===== src/rtl/fetch_unit.sv =====
// Instruction-fetch stage: owns the PC, drives the instruction memory and feeds decode via a 2-entry FIFO.
// Optional misaligned-redirect trap with HALT state is built when FETCH_MISALIGN_TRAP_EN is defined.
//
// state | meaning
// WAIT  | first cycle after reset release, no fetch
// RUN   | normal fetch
// HALT  | misaligned redirect seen (FETCH_MISALIGN_TRAP_EN only); left only by reset
module fetch_unit #(
  parameter logic [31:0] RESET_PC = 32'h0000_0000
) (
  input  logic        clk,
  input  logic        rst_n,
  output logic [31:0] imem_addr,
  input  logic [31:0] imem_rdata,
  input  logic        redirect_valid,
  input  logic [31:0] redirect_target,
  input  logic        id_ready,
  output logic        id_valid,
  output logic [31:0] id_instr,
  output logic [31:0] id_pc,
  output logic [31:0] id_pc_plus4
`ifdef FETCH_MISALIGN_TRAP_EN
  ,
  output logic        fetch_trap
`endif
);

`ifdef FETCH_MISALIGN_TRAP_EN
  typedef enum logic [1:0] {ST_WAIT = 2'd0, ST_RUN = 2'd1, ST_HALT = 2'd2} state_t;
`else
  typedef enum logic [1:0] {ST_WAIT = 2'd0, ST_RUN = 2'd1} state_t;
`endif

  state_t      state_q, state_d;
  logic [31:0] pc_q, pc_d;
  logic [1:0]  count_q, count_d;
  logic        head_q, head_d;
  logic [31:0] buf_instr_q [2];
  logic [31:0] buf_pc_q [2];
  logic        tail;
  logic        push;
  logic        pop;
  logic        redir_en;
`ifdef FETCH_MISALIGN_TRAP_EN
  logic        trap_q, trap_d;
`endif

  assign imem_addr = pc_q;
  assign id_valid  = (count_q != 2'd0);
  assign pop       = id_valid & id_ready;
  // With count==2 the tail slot is the head slot, freed by the same-cycle pop.
  assign tail      = head_q ^ count_q[0];
  assign redir_en  = redirect_valid & ((state_q == ST_WAIT) | (state_q == ST_RUN));

  always_comb begin
    state_d = state_q;
    pc_d    = pc_q;
    count_d = count_q;
    head_d  = head_q;
    push    = 1'b0;
`ifdef FETCH_MISALIGN_TRAP_EN
    trap_d  = trap_q;
`endif
    case (state_q)
      ST_WAIT: state_d = ST_RUN;
      ST_RUN:  state_d = ST_RUN;
`ifdef FETCH_MISALIGN_TRAP_EN
      ST_HALT: state_d = ST_HALT;
`endif
      default: state_d = ST_WAIT;
    endcase
    if (redir_en) begin
      count_d = 2'd0;
`ifdef FETCH_MISALIGN_TRAP_EN
      if (redirect_target[1:0] != 2'b00) begin
        state_d = ST_HALT;
        trap_d  = 1'b1;
      end else begin
        pc_d = redirect_target;
      end
`else
      pc_d = redirect_target & 32'hFFFF_FFFC;
`endif
    end else begin
      push    = (state_q == ST_RUN) & ((count_q != 2'd2) | pop);
      count_d = count_q + {1'b0, push} - {1'b0, pop};
      if (push) pc_d = pc_q + 32'd4;
      if (pop)  head_d = ~head_q;
    end
  end

  always_ff @(posedge clk or negedge rst_n) begin
    if (!rst_n) begin
      state_q <= ST_WAIT;
      pc_q    <= RESET_PC;
      count_q <= 2'd0;
      head_q  <= 1'b0;
`ifdef FETCH_MISALIGN_TRAP_EN
      trap_q  <= 1'b0;
`endif
    end else begin
      state_q <= state_d;
      pc_q    <= pc_d;
      count_q <= count_d;
      head_q  <= head_d;
`ifdef FETCH_MISALIGN_TRAP_EN
      trap_q  <= trap_d;
`endif
    end
  end

  always_ff @(posedge clk or negedge rst_n) begin
    if (!rst_n) begin
      buf_instr_q[0] <= '0;
      buf_instr_q[1] <= '0;
      buf_pc_q[0]    <= '0;
      buf_pc_q[1]    <= '0;
    end else if (push) begin
      buf_instr_q[tail] <= imem_rdata;
      buf_pc_q[tail]    <= pc_q;
    end
  end

  assign id_instr    = id_valid ? buf_instr_q[head_q] : 32'd0;
  assign id_pc       = id_valid ? buf_pc_q[head_q] : 32'd0;
  assign id_pc_plus4 = id_valid ? (buf_pc_q[head_q] + 32'd4) : 32'd0;
`ifdef FETCH_MISALIGN_TRAP_EN
  assign fetch_trap  = trap_q;
`endif

endmodule


===== config.mk =====
export PLATFORM = sky130hd
export DESIGN_NAME = fetch_unit
export DESIGN_NICKNAME = d
export VERILOG_FILES = /design/src/rtl/fetch_unit.sv
export SDC_FILE = /design/constraint.sdc
export NUM_CORES = 1
export LEC_CHECK = 0
export BUFFER_PORTS_ARGS = -buffer_cell sky130_fd_sc_hd__buf_4
export CAP_MARGIN = 20
export CORE_ASPECT_RATIO = 0.75
export CORE_MARGIN = 4
export CORE_UTILIZATION = 52
export DETAILED_ROUTE_END_ITERATION = 16
export PLACE_DENSITY = 0.8
export SETUP_SLACK_MARGIN = 0.02
export SYNTH_ARGS = -nofsm -noshare
export SYNTH_HDL_FRONTEND = slang
export SYNTH_SLANG_ARGS = --single-unit

===== constraint.sdc =====
create_clock -name clk -period 3.1 [get_ports clk]
set_input_delay 0.155 -clock clk [delete_from_list [all_inputs] [get_ports clk]]
set_output_delay 0.155 -clock clk [all_outputs]
set_load 0.02 [all_outputs]

# Word level (Yosys, flattened, before mapping)

Cells that the tools add are included.

$add $sub $neg: 4
Order comparisons: 3
Eq/ne operators: 2
Mux-type cells: 18
Bitwise logic cells: 10
Reduce and logical (&&, ||, !) cells: 6

Operator list:

| operator                                                                      | number |
|---|---|
| 32-bit two-way mux                                                            | 12 |
| 64-bit bitwise mux                                                            | 2 |
| 32-bit by 3-bit adder with 32-bit output (second input constant)              | 2 |
| 32-bit demux with 1-bit select                                                | 1 |
| 2-bit >= comparator (second input constant)                                   | 2 |
| 1-bit inverter with 2-bit output                                              | 2 |
| 2-bit nonzero test                                                            | 2 |
| 1-bit bitwise AND                                                             | 3 |
| 2-bit by 1-bit adder with 2-bit output                                        | 1 |
| 2-bit zero test                                                               | 1 |
| 2-bit by 1-bit less-than comparator with 1-bit output (second input constant) | 1 |
| 1-bit two-way mux                                                             | 2 |
| 2-bit two-way mux                                                             | 1 |
| 2-bit inequality test (second input constant)                                 | 1 |
| 1-bit inverter                                                                | 2 |
| 1-bit bitwise OR                                                              | 2 |
| 2-bit AND reduction                                                           | 1 |
| 2-bit OR reduction                                                            | 1 |
| 2-bit by 1-bit subtractor with 2-bit output                                   | 1 |
| 1-bit == test (second input constant)                                         | 1 |
| 1-bit logical AND                                                             | 1 |
| 1-bit XOR                                                                     | 1 |

Flip-flop bits (word level): 164
Output and inout bits: 129
Logic and storage cells: 51

# Logic depth before layout (Yosys ltp)

Word-level depth: 7
Mapped depth: 10
Mapped depth without buffers: 8

# Worst setup path after synthesis

No wires, ideal clock.

Kind: reg2out
From: register head_q
To: output id_pc_plus4[30]
Data arrival time: 2.637 ns
Required time: 2.945 ns
Slack: 0.308 ns
Cell stages (with the launch flop): 11
Cells stage by stage: dfrtp_1 -> buf_6 -> buf_4 -> buf_2 -> mux2_2 -> ha_1 -> inv_1 -> a21oi_2 -> nand4_4 -> o31a_1 -> nor3_1

Cells in the longest elaborated chain, start to end: 6

RTL lines:

| element                                                | line | source |
|---|---|---|
| start, declared                                        | 37   | `logic head_q, head_d;` |
| start signal, assigned                                 | 97   | `head_q <= 1'b0;` |
| start signal, assigned                                 | 105  | `head_q <= head_d;` |
| 1-bit inverter with 2-bit output (not written as such) | 126  | `assign id_pc_plus4 = id_valid ? (buf_pc_q[head_q] + 32'd4) : 32'd0;` |
| 32-bit two-way mux (not written as such) (3 in a row)  | 126  |  |
| 32-bit by 3-bit adder with 32-bit output               | 126  |  |
| 32-bit two-way mux                                     | 126  |  |
| end, declared                                          | 21   | `output logic [31:0] id_pc_plus4` |

Every way passes these cells. The select of a mux whose other input is x is not followed.

# Worst setup path in the final report

Ends and elaborated chain as after synthesis.

==> metrics.log <==
[metrics] number of storage elements in the synthesis netlist: 158
[metrics] synthesized area per cell: 10.9 um2
[metrics] maximum buffer depth of the clock tree: 2
[metrics] Min-Delay Startpoint: redirect_valid
[metrics] part of the Yosys area used for sequential elements: 46.9%
[metrics] mapped cell area: 8420 um2
[metrics] Initial Utilization: 54.1%
[metrics] average wire per standard cell: 18.6 um
[metrics] Final Hold Viols: 0
[metrics] storage element area: 3960 um2
[metrics] largest cells by area after synthesis: sky130_fd_sc_hd__dfrtp_1, sky130_fd_sc_hd__mux2_1, sky130_fd_sc_hd__mux2i_1, sky130_fd_sc_hd__xnor2_1, sky130_fd_sc_hd__nor2_1
[metrics] number of distinct library cell variants in the gate-level netlist after synthesis: 53
[metrics] Leakage: 0.00513 uW
[metrics] insertion delay to the later sink of the worst-skew pair: 0.42 ns
[metrics] multi-input logic area: 4180 um2
[metrics] cell count after synthesis: 774
[metrics] post-placement worst setup slack: 0.400 ns
[metrics] GRT Overall Usage: 25.2%
[metrics] post-layout worst setup margin: 0.132 ns
[metrics] floorplan core area: 15600 um2
[metrics] path type of the worst setup path: reg -> out
[metrics] I/O pin count: 197
[metrics] leading register cell type out of synthesis: sky130_fd_sc_hd__dfrtp_1
[metrics] Finished Core Util: 72.6%
[metrics] CTS tree: built
[metrics] hold crit path type: in -> reg
[metrics] start of the worst register-to-register path: head_q
[metrics] Routed Antenna Nets: 0
[metrics] number of buffer and inverter instances along the worst setup path: 3
[metrics] minimum clock period after layout: 2.97 ns
[metrics] area share of the largest cell type after synthesis: 46.9%
[metrics] share of layout cells above drive strength 1: 25.2%
[metrics] largest net degree at the start of global routing: 65
[metrics] element type at the critical path end: output port
[metrics] Max FO, Critical Path: 12
[metrics] drt first-iter violations: 479
[metrics] number of placed instances with taps included: 1140
[metrics] stages on the worst setup path: 8
[metrics] initial antenna violation count: 0
[metrics] Pwr Density: 961 nW/um2
[metrics] Worst path max stage delay: 0.52 ns
[metrics] worst-case vdd ir drop: 604 uV
[metrics] asr flop ratio synth: 100%
[metrics] number of nets in the finished design: 1093
[metrics] hold depth: 2
[metrics] Warnings, synthesis: 0
[metrics] Achievable Freq: 337 MHz
[metrics] Crit path arrival time: 2.81 ns
[metrics] Most Frequent Cell on Critical Path: sky130_fd_sc_hd__buf_4
[metrics] clk sinks: 158
[metrics] final-layout setup total negative slack: 0 ns
[metrics] die boundary height: 118 um
[metrics] end point of the worst hold path: count_q[1]
[metrics] # port buffers: 188
[metrics] Fin Hold WS: 0.247 ns
[metrics] reg-to-reg endpoint: buf_instr_q[51]
[metrics] Total Routed Length: 23000 um
[metrics] first-pass GRT wire length: 37300 um
[metrics] number of cell instances on the worst register-to-register path: 6
[metrics] R2R Setup Slk: 0.58 ns
[metrics] kind of start point of the critical path: register
[metrics] remaining global-route overflow: 0
[metrics] placer congestion estimate: 0.857
[metrics] Post-synth EDFFs: 0
[metrics] H-tree Lvls: 4
[metrics] Via Count: 6911
[metrics] run status: finished, final reports clean
[metrics] antenna fix cells: 0
[metrics] worst path required time: 2.94 ns
[metrics] number of global-route vias before repair: 7057
[metrics] count of TritonRoute iterations in the first routing pass: 4
[metrics] clock root buffer: sky130_fd_sc_hd__clkbuf_16
[metrics] actual transition at the worst max-transition pin: 0.652 ns
[metrics] DR vias/cell: 5.58
[metrics] Final Setup Violations: 0
[metrics] number of placement rows: 39
[metrics] Slew Limit Fails: 0
[metrics] worst clock skew: 0.00919 ns
[metrics] unrepaired setup endpoints after global routing: yes
[metrics] series of cell instances along the critical path: buf_6 > nand4_1 > a211oi_2 > buf_4 > nand4_4 > o31a_1 > nor3_1 > buf_4
[metrics] cell with the largest stage delay on the worst path: sky130_fd_sc_hd__dfrtp_4
[metrics] maximum capacitance violations: 0
[metrics] Largest delay share family, worst path: compound AO/OA/AOI/OAI gates
[metrics] clock transition at the registers of the reported paths: 0.06 ns
[metrics] DRC violations left: 0
[metrics] biggest area consumer among synthesized cells: sky130_fd_sc_hd__dfrtp_1
[metrics] number of clock buffers inserted by TritonCTS: 17
[metrics] width of the chip: 155 um
[metrics] total of fill cells in the finished design: 1128
[metrics] die area: 18300 um2
[metrics] fin cells: 1239
[metrics] Area growth syn-to-layout: 34.2%
[metrics] worst slew margin relative to its limit: 56.5%
[metrics] fraction of the cycle the final worst path needs: 95.7%
[metrics] placed wire-length estimate after detailed placement: 15200 um
how the worst max path moves through the flow:
stage | from | to | slack (ns)
2_1_floorplan | head_q | id_pc_plus4[30] | 0.31
3_3_place_gp | head_q | id_pc_plus4[21] | 0.44
3_5_place_dp | head_q | id_pc_plus4[31] | 0.40
4_1_cts | head_q | id_pc_plus4[31] | 0.09
5_1_grt | head_q | id_pc_plus4[31] | 0.01
6_report | head_q | id_pc_plus4[30] | 0.13
placed cells by master (no fill, tap or decap), types with 4 or more instances in the layout:
cell	netlist	final
sky130_fd_sc_hd__o21ai_1	20	20
sky130_fd_sc_hd__nand2_1	63	63
sky130_fd_sc_hd__inv_1	9	9
sky130_fd_sc_hd__xnor2_1	37	37
sky130_fd_sc_hd__buf_4	9	206
sky130_fd_sc_hd__xor2_1	9	9
sky130_fd_sc_hd__nand4_1	16	16
sky130_fd_sc_hd__nand3b_1	4	4
sky130_fd_sc_hd__nand3_1	17	17
sky130_fd_sc_hd__nor2_1	84	83
sky130_fd_sc_hd__o21ai_0	21	21
sky130_fd_sc_hd__and4_1	6	6
sky130_fd_sc_hd__nand4b_1	4	4
sky130_fd_sc_hd__a21oi_1	5	5
sky130_fd_sc_hd__clkbuf_16	0	17
sky130_fd_sc_hd__nor4_1	7	7
sky130_fd_sc_hd__dfrtp_1	158	157
sky130_fd_sc_hd__conb_1	2	7
sky130_fd_sc_hd__mux2i_1	59	59
sky130_fd_sc_hd__nor3_1	19	19
sky130_fd_sc_hd__and2_1	7	7
sky130_fd_sc_hd__dlygate4sd3_1	0	63
sky130_fd_sc_hd__mux2_1	125	125
sky130_fd_sc_hd__inv_6	0	5
sky130_fd_sc_hd__ha_1	4	4
sky130_fd_sc_hd__clkinv_4	0	5
sky130_fd_sc_hd__o31ai_1	7	7
power by group:
| part | leakage (uW) | internal, uW | switching [uW] |
|---|---|---|---|
| Sequential | 0.00191 | 2940 | 672 |
| Combinational | 0.00293 | 2290 | 2830 |
| Clock | 0.000299 | 1250 | 881 |
synthesized netlist by cell type (all sizes together) (4+ instances only):
library cell  instances
nand3b                4
o21ai                41
a21oi                 6
clkbuf               18
a211oi                4
and2                  7
nand4b                4
dfrtp               158
o31ai                 7
nand3                17
xor2                  9
xnor2                37
nand2                63
inv                   9
mux2i                59
nor4                  7
ha                    4
a22oi                 4
nor3                 20
buf                  33
nand4                18
and4                  6
mux2                128
nor2                 84
logic make-up after synthesis:
family	after synthesis	share of synthesized area (%)
compound gates	73	5.50
xor+xnor	46	4.78
flops	158	46.9
buf+inv	61	3.98
simple gates	243	14.0
mux	187	24.1
fa+ha+maj	4	0.594
other cells	2	0.0892
what timing repair did:
item | CTS | global route
resized for setup | 0 | 2
buffers inserted | 1 | 3
hold buffers | 63 | 0
setup endpoints to repair | 3 | 3
hold endpoints to repair | 153 | 0
worst reg2reg max path, cell delays in order (launching register included):
cell and delay, ns:
sky130_fd_sc_hd__dfrtp_4 0.56, sky130_fd_sc_hd__buf_6 0.20, sky130_fd_sc_hd__buf_12 0.17, sky130_fd_sc_hd__xnor2_1 0.30, sky130_fd_sc_hd__nor3b_2 0.35, sky130_fd_sc_hd__buf_4 0.42
sky130_fd_sc_hd__mux2_1 0.40
registers in the layout, summed over array words and instances (netlist names):
signal and flops:
head_q 1, imem_addr 30, state_q 1, buf_pc_q 60, buf_instr_q 64, count_q 2
stage by stage:
| stage | total power, uW | instance area (um2) |
|---|---|---|
| 3_3_place_gp | 8390 | 10000 |
| 6_report | 10900 | 11300 |
| 5_1_grt | 11500 | 11300 |
| 2_1_floorplan | 6780 | 8440 |
| 4_1_cts | 10800 | 11300 |
| 3_5_place_dp | 8550 | 10000 |
layer usage:
| layer | vias up | wire length [um] | GRT usage (%) |
|---|---|---|---|
| met5 | - | 0 | 0 |
| met4 | 0 | 391 | 7.56 |
| met3 | 32 | 1600 | 5.52 |
| met2 | 262 | 10800 | 39.6 |
| met1 | 3394 | 10300 | 35.2 |
| li1 | 3223 | - | - |
cell type report:
type                            count  share of cell area [%]
Timing Repair Buffer              274                    20.0
Clock inverter                     13                    1.35
Multi-Input combinational cell    560                    37.0
Tap cell                          205                    2.27
Inverter                           10                   0.343
Clock buffer                       19                    4.01
Sequential cell                   158                    35.0
(Power assumes the default switching activity.)
